## config.mk

```make
export PLATFORM = sky130hd
export DESIGN_NAME = seg_scan_driver
export DESIGN_NICKNAME = d
export VERILOG_FILES = /design/src/rtl/seg_scan_driver.sv
export SDC_FILE = /design/constraint.sdc
export NUM_CORES = 1
export LEC_CHECK = 0
export BUFFER_PORTS_ARGS = -buffer_cell sky130_fd_sc_hd__buf_2
export CAP_MARGIN = 10
export CORE_ASPECT_RATIO = 1.5
export CORE_MARGIN = 2
export CORE_UTILIZATION = 35
export CTS_BUF_LIST = sky130_fd_sc_hd__clkbuf_2 sky130_fd_sc_hd__clkbuf_4 sky130_fd_sc_hd__clkbuf_8
export DETAILED_ROUTE_END_ITERATION = 12
export HOLD_SLACK_MARGIN = 0.03
export SETUP_SLACK_MARGIN = 0.5
export SYNTH_ARGS = -nofsm -noshare
export SYNTH_HDL_FRONTEND = slang
export SYNTH_SLANG_ARGS = --single-unit
```

## constraint.sdc

```tcl
create_clock -name sys_clk -period 2.6 [get_ports sys_clk]
set_input_delay 0.13 -clock sys_clk [delete_from_list [all_inputs] [get_ports sys_clk]]
set_output_delay 0.13 -clock sys_clk [all_outputs]
set_load 0.01 [all_outputs]
```

## src/rtl/seg_scan_driver.sv

```systemverilog
// seg_scan_driver: 4-digit common-anode 7-seg scanner with anti-ghost blanking, frame snapshot and 1 Hz DP blink.
// Optional DISP_LZ_BLANK_EN: blanks the minutes-tens digit when it is zero.
module seg_scan_driver #(
  parameter int DIGIT_CYCLES = 100_000,
  parameter int BLANK_CYCLES = 1_000
) (
  input  logic       sys_clk,
  input  logic       sys_rst_n,
  input  logic [7:0] sec,
  input  logic [7:0] min,
  input  logic       clk_flag,
  output logic [3:0] an,
  output logic [6:0] seg,
  output logic       dp
);
  localparam int CW = $clog2(DIGIT_CYCLES);
  typedef enum logic [1:0] {S_BLANK = 2'd0, S_DRIVE = 2'd1} state_t;
  state_t        state;
  logic [CW-1:0] slot_cnt;
  logic [1:0]    digit;
  logic [15:0]   snapshot;
  logic          dp_phase;
  logic          wrap;
  logic          drive;
  logic [3:0]    nib;
  logic [6:0]    seg_d;
  assign wrap = slot_cnt == CW'(DIGIT_CYCLES - 1);
  assign nib  = 4'(snapshot >> {digit, 2'b00});
`ifdef DISP_LZ_BLANK_EN
  assign drive = state == S_DRIVE && !(digit == 2'd3 && snapshot[15:12] == 4'h0);
`else
  assign drive = state == S_DRIVE;
`endif
  always_comb begin
    seg_d = 7'h3F;
    case (nib)
      4'd0: seg_d = 7'h40;
      4'd1: seg_d = 7'h79;
      4'd2: seg_d = 7'h24;
      4'd3: seg_d = 7'h30;
      4'd4: seg_d = 7'h19;
      4'd5: seg_d = 7'h12;
      4'd6: seg_d = 7'h02;
      4'd7: seg_d = 7'h78;
      4'd8: seg_d = 7'h00;
      4'd9: seg_d = 7'h10;
      default: seg_d = 7'h3F;
    endcase
  end
  // State leads the pins by one cycle, so blank/drive widths on the pins match the slot counts exactly.
  always_ff @(posedge sys_clk or negedge sys_rst_n)
    if (!sys_rst_n) begin
      state    <= S_BLANK;
      slot_cnt <= '0;
      digit    <= 2'd0;
      snapshot <= 16'h0000;
      dp_phase <= 1'b0;
      an       <= 4'hF;
      seg      <= 7'h7F;
      dp       <= 1'b1;
    end else begin
      slot_cnt <= wrap ? '0 : slot_cnt + 1'b1;
      if (wrap) digit <= digit + 2'd1;
      if (digit == 2'd0 && slot_cnt == '0) snapshot <= {min, sec};
      if (clk_flag) dp_phase <= ~dp_phase;
      case (state)
        S_BLANK: state <= slot_cnt == CW'(BLANK_CYCLES - 1) ? S_DRIVE : S_BLANK;
        S_DRIVE: state <= wrap ? S_BLANK : S_DRIVE;
        default: state <= S_BLANK;
      endcase
      an  <= drive ? ~(4'b0001 << digit) : 4'hF;
      seg <= drive ? seg_d : 7'h7F;
      dp  <= !(state == S_DRIVE && digit == 2'd2 && dp_phase);
    end
endmodule

```

After elaboration in Yosys (flattened, before gate mapping)
Memories as Yosys holds them, arrays and structs flattened.
Index checks and enable logic that the tools add are counted.

storage, ports and cells
  register bits after elaboration = 50
  latch bits = 0
  RAM bits = 0
  ROM bits = 112
  input bits = 19
  output and inout bits = 12
  logic and storage cells = 32
  memories = 1

memories
  name              depth  width  rd ports  clocked after Yosys merged registers in  wr ports  line  source
  (name not given)  16     7      1         0                                        0         36    case (nib)

operators by class
  $add $sub $neg = 2
  $mul = 0
  divide/modulo/power cells = 0
  magnitude comparators = 0
  eq/ne operators = 4
  shift-type cells = 2
  mux-type cells = 6
  bitwise gates (word level) = 2
  reduce and logical (&&, ||, !) cells = 7

operators with widths
  operator                                               number
  adder 17 x 1 -> 17 bit, second input constant          1
  equality test 17 x 10 -> 1 bit, second input constant  1
  equality test 17 bit, second input constant            1
  zero test 17 bit                                       1
  two-way mux 17 bit                                     1
  right shift 16 x 4 -> 4 bit                            1
  two-way mux 7 bit                                      1
  zero test 2 bit                                        2
  two-way mux 4 bit                                      1
  inverter 4 bit                                         1
  left shift 1 x 2 -> 4 bit, first input constant        1
  logical AND 1 bit                                      3
  adder 2 x 1 -> 2 bit, second input constant            1
  equality test 2 x 1 -> 1 bit, second input constant    1
  equality test 2 bit, second input constant             1
  two-way mux 1 bit                                      2
  case mux 1 bit (2 select lines)                        1
  zero test 1 bit                                        1
  inverter 1 bit                                         1

Depth between registers and ports, before layout
  word-level depth = 4
  depth in mapped cells = 8
  depth with buffers taken out = 7

Least setup slack after synthesis
No wires, ideal clock.

  path kind = register to register
  start = reg digit[0]
  end = reg snapshot[0]
  library setup time = 0.125 ns
  arrival time = 1.929 ns
  data required time = 2.475 ns
  path slack = 0.546 ns
  stages on the path, launching flop included = 9
  buffers on the path = 2
  clock period less this slack = 2.054 ns
  path through = dfrtp_1 > clkbuf_1 > inv_1 > ha_1 > nand2_1 > nor4_1 > nand4_4 > buf_6 > mux2_4

on the way
  word-level cells in the longest chain between the ends = 2

RTL lines
  item                    line  source
  from (decl)             20    logic [1:0] digit;
  from (signal assigned)  63    if (wrap) digit <= digit + 2'd1;
  zero test 2 bit         64    if (digit == 2'd0 && slot_cnt == '0) snapshot <= {min, sec};
  logical AND 1 bit       64
  to (signal assigned)    64
  to (decl)               21    logic [15:0] snapshot;

Every way passes these cells.
A chain may end at the register's enable or synchronous reset.

Final worst setup path
  start = reg slot_cnt[11]
  end = reg digit[1]

on the way
  word-level cells in the longest chain between the ends = 1

RTL lines
  item                    line  source
  from (decl)             19    logic [CW-1:0] slot_cnt;
  from (signal assigned)  62    slot_cnt <= wrap ? '0 : slot_cnt + 1'b1;
  equality test 17 bit    27    assign wrap = slot_cnt == CW'(DIGIT_CYCLES - 1);

Every way passes these cells.

==> impl_metrics.ini <==
[outcome]
status = complete, no violations

[worst_setup_path]
cp.required_ns = 2.78
r2r_setup_slack_ns = 0.62
crit_type = reg -> reg
end_kind = flip-flop
worstPathArrival_ns = 2.16
r2r_end = digit[1]
r2r_cells = 5
startpoint_type = flip-flop
r2r_start = slot_cnt[11]
worstPathMaxFanout = 5
cp-startpoint = slot_cnt[11]

[sta]
fmax_ghz = 0.506
tightest_slew_ns = 1.09
fin_skew_ns = 0.00770
rsz0062_at_grt = no
slew_headroom_pct = 27.5
min_period_ns = 1.98
maxSlewViolCount = 0
final-hold-violation-count = 0
whs_ns = 0.0273
fin_setup_tns_ns = 0
min_period_over_period_pct = 76.0
setup_viol = 0

[synthesis]
yosysWarningCount = 0
synthCells = 192
syn_nets = 223
netlist-cell-type-count = 37
yosysTopAreaCellShare_pct = 38.5
ys_top_cells_by_area = dfrtp_1 39%, dfstp_2 13%, mux2_4 6.9%
synth_largest_area_cell = dfrtp_1
ys_ff_latch = 49
syn_avg_cell_area_um2 = 12.5
seq_area_frac_synth_pct = 51.6
netlist_area_um2 = 2400

[floorplanning]
start_util_pct = 35.6
dieArea_um2 = 7560
die_y_um = 105
die_w_um = 71.7
ioPinCount = 31
rows = 37
core_um2 = 6760

[cts]
htreeDepth = 2
clock_latency_ns = 0.29
root_buffer = clkbuf_8
clock_sinks = 49
path_clk_slew_ns = 0.08
clockBufferDepth = 2
cts_made_buffers = 5
cts_tree = built

[pwr]
p_per_area_nw_per_um2 = 475
peakVddDrop_mv = 0.201
leakagePower_nw = 1.24
combPwrFrac_pct = 5.8
p_int_mw = 1.03
switching_power_uw = 283
switching_share_pct = 21.5
clkPwrFrac_pct = 33.7
seqPwrFrac_pct = 60.5

[final_layout]
antenna_cells = 0
drive_above_1_share_pct = 37.2
nFillCells = 652
ff_latch_area_um2 = 1240
multi_input_area_um2 = 1100
fin_nets = 261
stdcell_count = 309
area_delta_synth_final_pct = 15.1

[grt]
grt_pass1_wl_mm = 6.96
antenna_found_initial = 0
grt_max_degree = 50
grt_pass1_vias = 1436
grt_usage_pct = 11.9
grt.overflow.total = 0

[detailed_routing]
route.detailed.drc = 0
vias = 1479
finalWirelength_mm = 4.13
drt_pre_antenna_iters = 4
vias_per_cell = 4.79
wire_per_inst_um = 13.4
drt-initial-drc-count = 71
detail-route-antenna-nets = 0

[place]
io_buffers = 30
dp.cells = 298
globalplace.congestion = 0.748
dp_hpwl_mm = 3.07

[run]
max-cap-violations = 0

[hold_path]
min_path_type = in -> async
-- final cells by class --
class / instances / area share (%)
tap: 78 / 3.53
multi-input combinational: 127 / 39.7
clock buffer: 7 / 3.03
clock inverter: 1 / 0.181
timing repair buffer: 36 / 7.14
inverter: 11 / 1.49
sequential: 49 / 44.9
-- power groups by stage --
stage	Sequential, mW	Clock (mW)	Combinational [mW]
global placement	0.812	0	0.0748
floorplan	0.806	0	0.0425
finish	0.797	0.443	0.0759
CTS	0.798	0.464	0.0784
global route	0.800	0.493	0.0869
detailed placement	0.812	0	0.0772
-- repair_timing --
action / 4_1_cts / 5_1_grt
endpoints found under the hold margin: 1 / 0
hold buffers: 1 / 0
gates resized for setup: 1 / 1
setup buffers: 2 / 0
endpoints found under the setup margin: 16 / 1
gates cloned: 0 / 0
pin swaps: 1 / 0
-- worst max-delay path: stages (launching register included) --
cell and delay [ns]:
dfrtp_1 0.46, nor4_4 0.45, nand2_2 0.15, nor4_4 0.33, buf_4 0.20, mux2_4 0.29
-- cells by family (layout without fill, tap and decap cells) --
group	count (synthesis)	count (layout)	synth area share, %
AOI/OAI and AO/OA	12	12	3.02
xor gates and xnor gates	15	15	5.47
DFF	49	49	51.6
and+or+nand+nor	61	61	14.8
muxes	27	27	16.0
adders and majority gates	12	12	6.25
buffers and inverters	16	55	2.86
-- metrics by stage --
| stage | worst slack [ns] | power [mW] | utilization [%] | instance area [um2] |
|---|---|---|---|---|
| after detailed placement | 0.325 | 0.889 | 39.2 | 2650 |
| final | 0.623 | 1.32 | 40.9 | 2770 |
| after floorplan | 0.546 | 0.849 | - | 2400 |
| after global placement | 0.452 | 0.887 | 39.2 | 2650 |
| after global routing | 0.528 | 1.38 | 40.9 | 2770 |
| after CTS | 0.519 | 1.34 | 40.9 | 2770 |
-- layout by cell type, fill, tap and decap left out, types with 3 or more instances in the layout --
| master | n |
|---|---|
| nand3_1 | 9 |
| nor2_1 | 10 |
| o21ai_0 | 6 |
| mux2_2 | 7 |
| buf_2 | 30 |
| mux2_4 | 11 |
| nand4_1 | 4 |
| nand2_1 | 15 |
| xnor2_1 | 10 |
| mux4_2 | 4 |
| nor3_1 | 4 |
| inv_1 | 11 |
| dfrtp_1 | 36 |
| xor2_1 | 5 |
| dfstp_2 | 12 |
| clkbuf_8 | 5 |
| ha_1 | 12 |
| mux2i_1 | 5 |
| and3_1 | 3 |
| buf_4 | 5 |
-- synthesized netlist by cell type --
cell      number
dfstp_2       12
and3_2         1
nor4_4         2
clkbuf_1       3
and2b_2        1
nor2_2         1
mux2i_1        5
o21bai_1       1
ha_1          12
nand4_4        1
nand3_1        9
and4_1         1
o32ai_1        1
a21oi_1        2
o21ai_0        6
nor2_1        10
nand2b_1       2
o41ai_1        1
and2_1         2
buf_2          1
nor4_1         2
nand2_2        1
mux2_4        11
dfrtp_1       37
o31ai_1        1
or4_1          1
xnor2_1       10
buf_6          1
xor2_1         5
nand4_1        4
nor3_1         4
inv_1         11
and3_1         3
mux4_2         4
or3_1          1
mux2_2         7
nand2_1       15
-- worst max path at each step --
stage | end | depth (start not counted)
after floorplan | snapshot[0] | 8
after global placement | snapshot[10] | 6
after detailed placement | snapshot[7] | 6
after CTS | seg[4] | 7
after global routing | digit[1] | 5
final | digit[1] | 5
-- registers in the layout (all words and copies together), names as in the netlist --
| name | count |
|---|---|
| digit | 2 |
| an | 4 |
| dp_phase | 1 |
| seg | 7 |
| dp | 1 |
| snapshot | 16 |
| slot_cnt | 17 |
| state | 1 |
-- routing by layer --
layer  GRT usage (%)  vias up  routed length, um
met5               0        -                  0
met4            5.26        0                 76
met3            2.68        5                130
met2            19.6       21               2160
met1            14.7      714               1750
li1                -      739                  -
(Power assumes the default switching activity.)
